`src/rtl/tps_tick_gen_if.sv`:
```
// Step-burst command channel between the host and tps_tick_gen.
// The host drives the request; the generator reports readiness and burst progress.
interface tps_tick_gen_if #(
    parameter int STEP_WIDTH = 16
);
    logic                  i_step_valid;
    logic [STEP_WIDTH-1:0] i_step_count;
    logic                  o_step_ready;
    logic                  o_busy;
    logic                  o_done;
    logic [STEP_WIDTH-1:0] o_steps_left;

    modport master (
        output i_step_valid,
        output i_step_count,
        input  o_step_ready,
        input  o_busy,
        input  o_done,
        input  o_steps_left
    );

    modport slave (
        input  i_step_valid,
        input  i_step_count,
        output o_step_ready,
        output o_busy,
        output o_done,
        output o_steps_left
    );
endinterface

```
`src/rtl/tps_tick_gen.sv`:
```
// Multi-mode redstone tick generator: a phase accumulator produces tick strobes
// in RUN, counted bursts in STEP, a tick every cycle in MAX, and holds in STOP.
module tps_tick_gen #(
    parameter int ACC_WIDTH  = 32,
    parameter int STEP_WIDTH = 16,
    parameter int CNT_WIDTH  = 32
) (
    input  logic                 i_clk,
    input  logic                 i_rst,
    input  logic [ACC_WIDTH-1:0] i_tps,
    input  logic [1:0]           i_mode,
    input  logic                 i_cnt_clr,
    output logic                 o_tick,
    output logic                 o_tick_clk,
    output logic [CNT_WIDTH-1:0] o_tick_count,
    tps_tick_gen_if.slave        io_step
);

    typedef enum logic [1:0] {
        MODE_STOP = 2'b00,
        MODE_RUN  = 2'b01,
        MODE_STEP = 2'b10,
        MODE_MAX  = 2'b11
    } mode_t;

    typedef enum logic {
        ST_IDLE,
        ST_BURST
    } state_t;

    state_t                r_state;
    state_t                w_nextState;
    mode_t                 w_mode;
    logic [ACC_WIDTH-1:0]  r_acc;
    logic [ACC_WIDTH:0]    w_sum;
    logic                  w_carry;
    logic                  w_stepMode;
    logic                  w_inBurst;
    logic                  w_advance;
    logic                  w_accept;
    logic                  w_lastTick;
    logic                  w_tickNext;
    logic                  w_stepReady;
    logic                  w_busy;
    logic                  r_tick;
    logic                  r_tickClk;
    logic                  r_done;
    logic [STEP_WIDTH-1:0] r_stepsLeft;
    logic [CNT_WIDTH-1:0]  r_count;

    assign w_mode     = mode_t'(i_mode);
    assign w_stepMode = (w_mode == MODE_STEP);
    assign w_inBurst  = (r_state == ST_BURST);
    assign w_advance  = (w_mode == MODE_RUN) || (w_stepMode && w_inBurst);
    assign w_sum      = {1'b0, r_acc} + {1'b0, i_tps};
    assign w_carry    = w_sum[ACC_WIDTH];
    assign w_accept   = io_step.i_step_valid && w_stepReady;
    assign w_lastTick = w_stepMode && w_inBurst && w_carry
                        && (r_stepsLeft == STEP_WIDTH'(1));
    assign w_tickNext = (w_mode == MODE_MAX) || (w_advance && w_carry);

    always_ff @(posedge i_clk) begin
        if (i_rst) begin
            r_state <= ST_IDLE;
        end else begin
            r_state <= w_nextState;
        end
    end

    // Leaving STEP mid-burst aborts back to IDLE; a zero-count request never leaves IDLE.
    always_comb begin
        w_nextState = r_state;
        case (r_state)
            ST_IDLE: begin
                if (w_accept && (io_step.i_step_count != '0)) begin
                    w_nextState = ST_BURST;
                end
            end
            ST_BURST: begin
                if (!w_stepMode || w_lastTick) begin
                    w_nextState = ST_IDLE;
                end
            end
            default: w_nextState = ST_IDLE;
        endcase
    end

    always_comb begin
        w_stepReady = 1'b0;
        w_busy      = 1'b0;
        case (r_state)
            ST_IDLE:  w_stepReady = w_stepMode && !i_rst;
            ST_BURST: w_busy      = 1'b1;
            default: begin
                w_stepReady = 1'b0;
                w_busy      = 1'b0;
            end
        endcase
    end

    always_ff @(posedge i_clk) begin
        if (i_rst) begin
            r_acc       <= '0;
            r_tickClk   <= 1'b0;
            r_tick      <= 1'b0;
            r_done      <= 1'b0;
            r_stepsLeft <= '0;
            r_count     <= '0;
        end else begin
            if (w_advance) begin
                r_acc     <= w_sum[ACC_WIDTH-1:0];
                r_tickClk <= r_acc[ACC_WIDTH-1];
            end

            r_tick <= w_tickNext;
            r_done <= (w_accept && (io_step.i_step_count == '0)) || w_lastTick;

            if (w_accept) begin
                r_stepsLeft <= io_step.i_step_count;
            end else if (w_inBurst && !w_stepMode) begin
                r_stepsLeft <= '0;
            end else if (w_inBurst && w_carry) begin
                r_stepsLeft <= r_stepsLeft - STEP_WIDTH'(1);
            end

            // A clear wins over a tick on the same edge; the strobe itself still goes out.
            if (i_cnt_clr) begin
                r_count <= '0;
            end else if (w_tickNext) begin
                r_count <= r_count + CNT_WIDTH'(1);
            end
        end
    end

    assign o_tick               = r_tick;
    assign o_tick_clk           = r_tickClk;
    assign o_tick_count         = r_count;
    assign io_step.o_step_ready = w_stepReady;
    assign io_step.o_busy       = w_busy;
    assign io_step.o_done       = r_done;
    assign io_step.o_steps_left = r_stepsLeft;

endmodule

```
`src/flat_wrapper.sv`:
```
// flat-port wrapper written by rule: the top's interface ports become plain ports
module tps_tick_gen_flat 
#(
    parameter int ACC_WIDTH  = 32,
    parameter int STEP_WIDTH = 16,
    parameter int CNT_WIDTH  = 32
)
  (i_clk, i_rst, i_tps, i_mode, i_cnt_clr, o_tick, o_tick_clk, o_tick_count, io_step_i_step_valid, io_step_i_step_count, io_step_o_step_ready, io_step_o_busy, io_step_o_done, io_step_o_steps_left);
  tps_tick_gen_if #(.STEP_WIDTH(STEP_WIDTH)) io_step_i ();
  input  logic i_clk;
  input  logic i_rst;
  input  logic [ACC_WIDTH-1:0] i_tps;
  input  logic [1:0] i_mode;
  input  logic i_cnt_clr;
  output logic o_tick;
  output logic o_tick_clk;
  output logic [CNT_WIDTH-1:0] o_tick_count;
  input wire logic [$bits(io_step_i.i_step_valid)-1:0] io_step_i_step_valid;
  input wire logic [$bits(io_step_i.i_step_count)-1:0] io_step_i_step_count;
  output wire logic [$bits(io_step_i.o_step_ready)-1:0] io_step_o_step_ready;
  output wire logic [$bits(io_step_i.o_busy)-1:0] io_step_o_busy;
  output wire logic [$bits(io_step_i.o_done)-1:0] io_step_o_done;
  output wire logic [$bits(io_step_i.o_steps_left)-1:0] io_step_o_steps_left;
  assign io_step_i.i_step_valid = io_step_i_step_valid;
  assign io_step_i.i_step_count = io_step_i_step_count;
  assign io_step_o_step_ready = io_step_i.o_step_ready;
  assign io_step_o_busy = io_step_i.o_busy;
  assign io_step_o_done = io_step_i.o_done;
  assign io_step_o_steps_left = io_step_i.o_steps_left;
  tps_tick_gen #(.ACC_WIDTH(ACC_WIDTH), .STEP_WIDTH(STEP_WIDTH), .CNT_WIDTH(CNT_WIDTH)) u_core (.i_clk(i_clk), .i_rst(i_rst), .i_tps(i_tps), .i_mode(i_mode), .i_cnt_clr(i_cnt_clr), .o_tick(o_tick), .o_tick_clk(o_tick_clk), .o_tick_count(o_tick_count), .io_step(io_step_i));
endmodule
```
`config.mk`:
```
export PLATFORM = sky130hd
export DESIGN_NAME = tps_tick_gen_flat
export DESIGN_NICKNAME = d
export VERILOG_FILES = /design/src/rtl/tps_tick_gen_if.sv /design/src/rtl/tps_tick_gen.sv /design/src/flat_wrapper.sv
export SDC_FILE = /design/constraint.sdc
export NUM_CORES = 1
export LEC_CHECK = 0
export BUFFER_PORTS_ARGS = -buffer_cell sky130_fd_sc_hd__buf_4
export CORE_MARGIN = 4
export CORE_UTILIZATION = 35
export CTS_CLUSTER_SIZE = 14
export DETAILED_ROUTE_END_ITERATION = 6
export PLACE_DENSITY = 0.66
export SYNTH_ARGS = -nofsm -noshare
export SYNTH_HDL_FRONTEND = slang
export SYNTH_SLANG_ARGS = --single-unit
```
`constraint.sdc`:
```
create_clock -name i_clk -period 3.04 [get_ports i_clk]
set_input_delay 0.608 -clock i_clk [delete_from_list [all_inputs] [get_ports i_clk]]
set_output_delay 0.608 -clock i_clk [all_outputs]
set_load 0.02 [all_outputs]
```
==> results.py <==
metrics = {
    "die": {
        "io_pins": 107,
        "num_rows": 46,
        "fp.dieH_um": 135,
        "initial_core_util_pct": 35.5,
        "die_area_um2": 18100,
        "core_um2": 15800,
        "die_x_um": 135,
    },
    "global_route": {
        "grt_pass1_vias": 5646,
        "grt_first_pass_wirelength_um": 27400,
        "grt.busiest_layer": "met2",
        "grt_use_met3_pct": 3.54,
        "grt_usage_pct": 18.2,
        "overflow": 0,
        "grt_max_degree": 52,
        "antenna_found_initial": 0,
        "use_met1_pct": 24.4,
        "met2_usage_pct": 29.7,
    },
    "logic_synthesis": {
        "synth-edff-count": 0,
        "ys_warn_count": 0,
        "syn_area_um2": 5620,
        "synth_async_sr_flop_share_pct": 0,
        "synth_cells": 714,
        "ys_seq_elements": 84,
        "ys.flop_type": "dfxtp_1",
        "synthDistinctLibCells": 67,
        "syn_avg_cell_area_um2": 7.86,
        "ys_seq_area_share_pct": 29.9,
        "syn_nets": 804,
    },
    "layout": {
        "layout-area-overhead-vs-synth_pct": 33.9,
        "layout-drive-gt1-share_pct": 26.0,
        "fin_nets": 967,
        "final_area_um2": 7520,
        "num_antenna_cells": 0,
        "multi_input_area_um2": 3770,
        "fill_cells": 1585,
        "seq_area_um2": 1680,
    },
    "timing": {
        "clock-skew-final_ps": 8.82,
        "min_period_ps": 2870,
        "hold_viol_final": 0,
        "tightest_slew_ps": 617,
        "layout_setup_ws_ps": 166,
        "finalMaxSlewViolations": 0,
        "setup_viol": 0,
        "slew-limit-headroom_pct": 58.9,
        "final.period_utilization_pct": 94.5,
        "rsz0062_at_grt": "false",
        "timing.fmax_mhz": 348,
    },
    "critical_path": {
        "crit_type": "input port to register",
        "cp-end-kind": "register",
        "cp_top_family": "compound AO/OA/AOI/OAI gates",
        "start_kind": "input port",
        "r2r-end": "u_core.io_step.o_steps_left[15]",
        "crit_fanout": 4,
        "crit_path_cell_trace": "buf_4, ha_1, fa_2, a21o_1, a221oi_2, and4bb_4, o211ai_4, a31oi_4, buf_4, o21ai_0, or2_2, a32o_1",
        "slowest_delay_ps": 390,
        "cp_slowest_cell": "fa_2",
        "path_common_cell": "buf_4",
        "worst_ep_arrival_time_ps": 3160,
        "path_buf_inv": 2,
        "cp.required_ps": 3330,
        "r2r_cells": 11,
        "r2r_setup_slack_ps": 240,
        "regToRegStartpoint": "u_core.r_acc[0]",
    },
    "clock_network": {
        "clk_pin_slew_worst_paths_ps": 70,
        "cts_sinks": 84,
        "clockRootBuffer": "clkbuf_16",
        "ctsHoldBuffers": 0,
        "cts_htree_levels": 3,
        "cts_buffer_depth": 2,
        "cts_made_buffers": 9,
        "postCtsSetupRepairBufs": 0,
        "clock_latency_ps": 350,
        "cts_tree": "built",
    },
    "min_path": {
        "hold_class": "register to register",
        "hold_end": "u_core.r_acc[13]",
        "hold_path.startpoint": "u_core.r_acc[13]",
        "hold_depth": 2,
    },
    "route": {
        "wire_per_inst_um": 15.0,
        "route.detailed.drc": 0,
        "drt-initial-drc-count": 368,
        "via_per_inst": 5.35,
        "vias": 5874,
        "drtPass1Iterations": 5,
        "ant_nets": 0,
        "wl_um": 16500,
    },
    "job": {
        "maxCapViolations": 0,
    },
    "placed_design": {
        "port_buffers": 106,
        "finalWeightedCongestion": 0.878,
        "dpl_cell_area_um2": 7190,
        "dp_hpwl_um": 12500,
        "dp_slack_ps": -284,
    },
    "outcome": {
        "status": "completed",
    },
    "pwr": {
        "power_mw": 3.21,
        "leakagePower_nw": 3.21,
        "cellPowerDensity_nw_per_um2": 427,
        "peakVddDrop_mv": 0.273,
    },
}
==> stage by stage <==
stage | setup TNS (ps) | hold WS, ps | instances | utilization, %
5_1_grt | 0 | 483 | 1098 | 47.5
6_report | 0 | 455 | 1098 | 47.5
2_1_floorplan | 0 | 436 | 714 | -
4_1_cts | 0 | 457 | 1098 | 47.4
3_5_place_dp | -11320 | 448 | 1082 | 45.4
3_3_place_gp | -7310 | 443 | 1082 | 45.4
==> worst max path at each step <==
stage	from	endpoint	slack [ps]	depth (start not counted)
2_1_floorplan	i_tps[0]	u_core.io_step.o_steps_left[10]	7	10
3_3_place_gp	i_tps[0]	u_core.r_state	-190	11
3_5_place_dp	i_tps[0]	u_core.io_step.o_steps_left[6]	-280	11
4_1_cts	i_tps[0]	u_core.io_step.o_steps_left[6]	90	11
5_1_grt	i_tps[0]	u_core.io_step.o_steps_left[0]	20	11
6_report	i_tps[0]	u_core.io_step.o_steps_left[15]	170	12
==> Yosys cell counts (10+ instances only) <==
cell	instances	area (um2)
dfxtp_1	84	1680
o31ai_1	10	75.1
xnor2_1	20	175
xor2_1	14	123
nor3_1	14	70.1
o21ai_0	41	205
nor4_1	11	68.8
o211ai_1	13	97.6
inv_1	19	71.3
ha_1	35	438
nand2_1	92	345
clkbuf_1	25	93.8
a21oi_1	86	430
nand3_1	22	110
a21o_1	23	173
or3_1	19	119
nor2_1	52	195
==> cell usage in the layout (no fill, tap or decap), types with 11 or more instances in the layout <==
cell type / Yosys / final
buf_4: 0 / 180
nand3_1: 22 / 22
nor4_1: 11 / 11
nand2_1: 92 / 92
xor2_1: 14 / 14
a21oi_1: 86 / 84
inv_1: 19 / 19
ha_1: 35 / 35
o21ai_0: 41 / 41
nor3_1: 14 / 14
nor2_1: 52 / 50
dfxtp_1: 84 / 84
xnor2_1: 20 / 20
or3_1: 19 / 19
a21o_1: 23 / 23
o211ai_1: 13 / 13
==> cells by family (layout without fill, tap and decap cells) <==
logic type | count (synthesis) | count (layout) | share of synthesized area (%)
fa+ha+maj | 36 | 36 | 8.16
buf+inv | 51 | 219 | 3.50
xor+xnor | 34 | 34 | 5.30
flops | 84 | 84 | 29.9
simple gates | 266 | 266 | 24.0
mux | 2 | 2 | 0.357
compound gates | 241 | 241 | 28.7
==> power by group <==
part / internal (mW) / total, mW / switching (mW)
Clock: 0.652 / 1.15 / 0.501
Combinational: 0.414 / 0.867 / 0.453
Sequential: 1.15 / 1.19 / 0.0394
==> registers in the layout, indices dropped and copies added, names as in the netlist <==
name	count
u_core.io_step.o_steps_left	16
u_core.o_tick	1
u_core.r_state	1
u_core.o_tick_clk	1
u_core.o_tick_count	32
u_core.io_step.o_done	1
u_core.r_acc	32
==> routing by layer <==
layer / vias to the layer above / share of wire, %
li1: 2989 / -
met1: 2709 / 46
met2: 158 / 46
met3: 18 / 6.4
met4: 0 / 1.7
met5: - / 0
==> worst register-to-register path: stages (launching register included) <==
cell	delay, ps
dfxtp_1	320
ha_1	210
fa_2	390
a21o_1	190
a221oi_2	250
and4bb_4	250
o211ai_4	230
a31oi_4	170
buf_4	200
o21ai_0	230
or2_2	160
a32o_1	150
==> layout make-up <==
class	instances	share of cell area (%)
multi-input cells	579	50.2
flip-flops and latches	84	22.4
repair buffers	183	18.8
well taps	216	3.60
clock buffers	9	3.00
clock inverters	7	1.10
inverters	20	0.999
==> what timing repair did <==
action                                  4_1_cts  5_1_grt
gates resized for setup                       0        5
endpoints found under the hold margin         0        0
endpoints found under the setup margin        0       34
(Power assumes the default switching activity.)
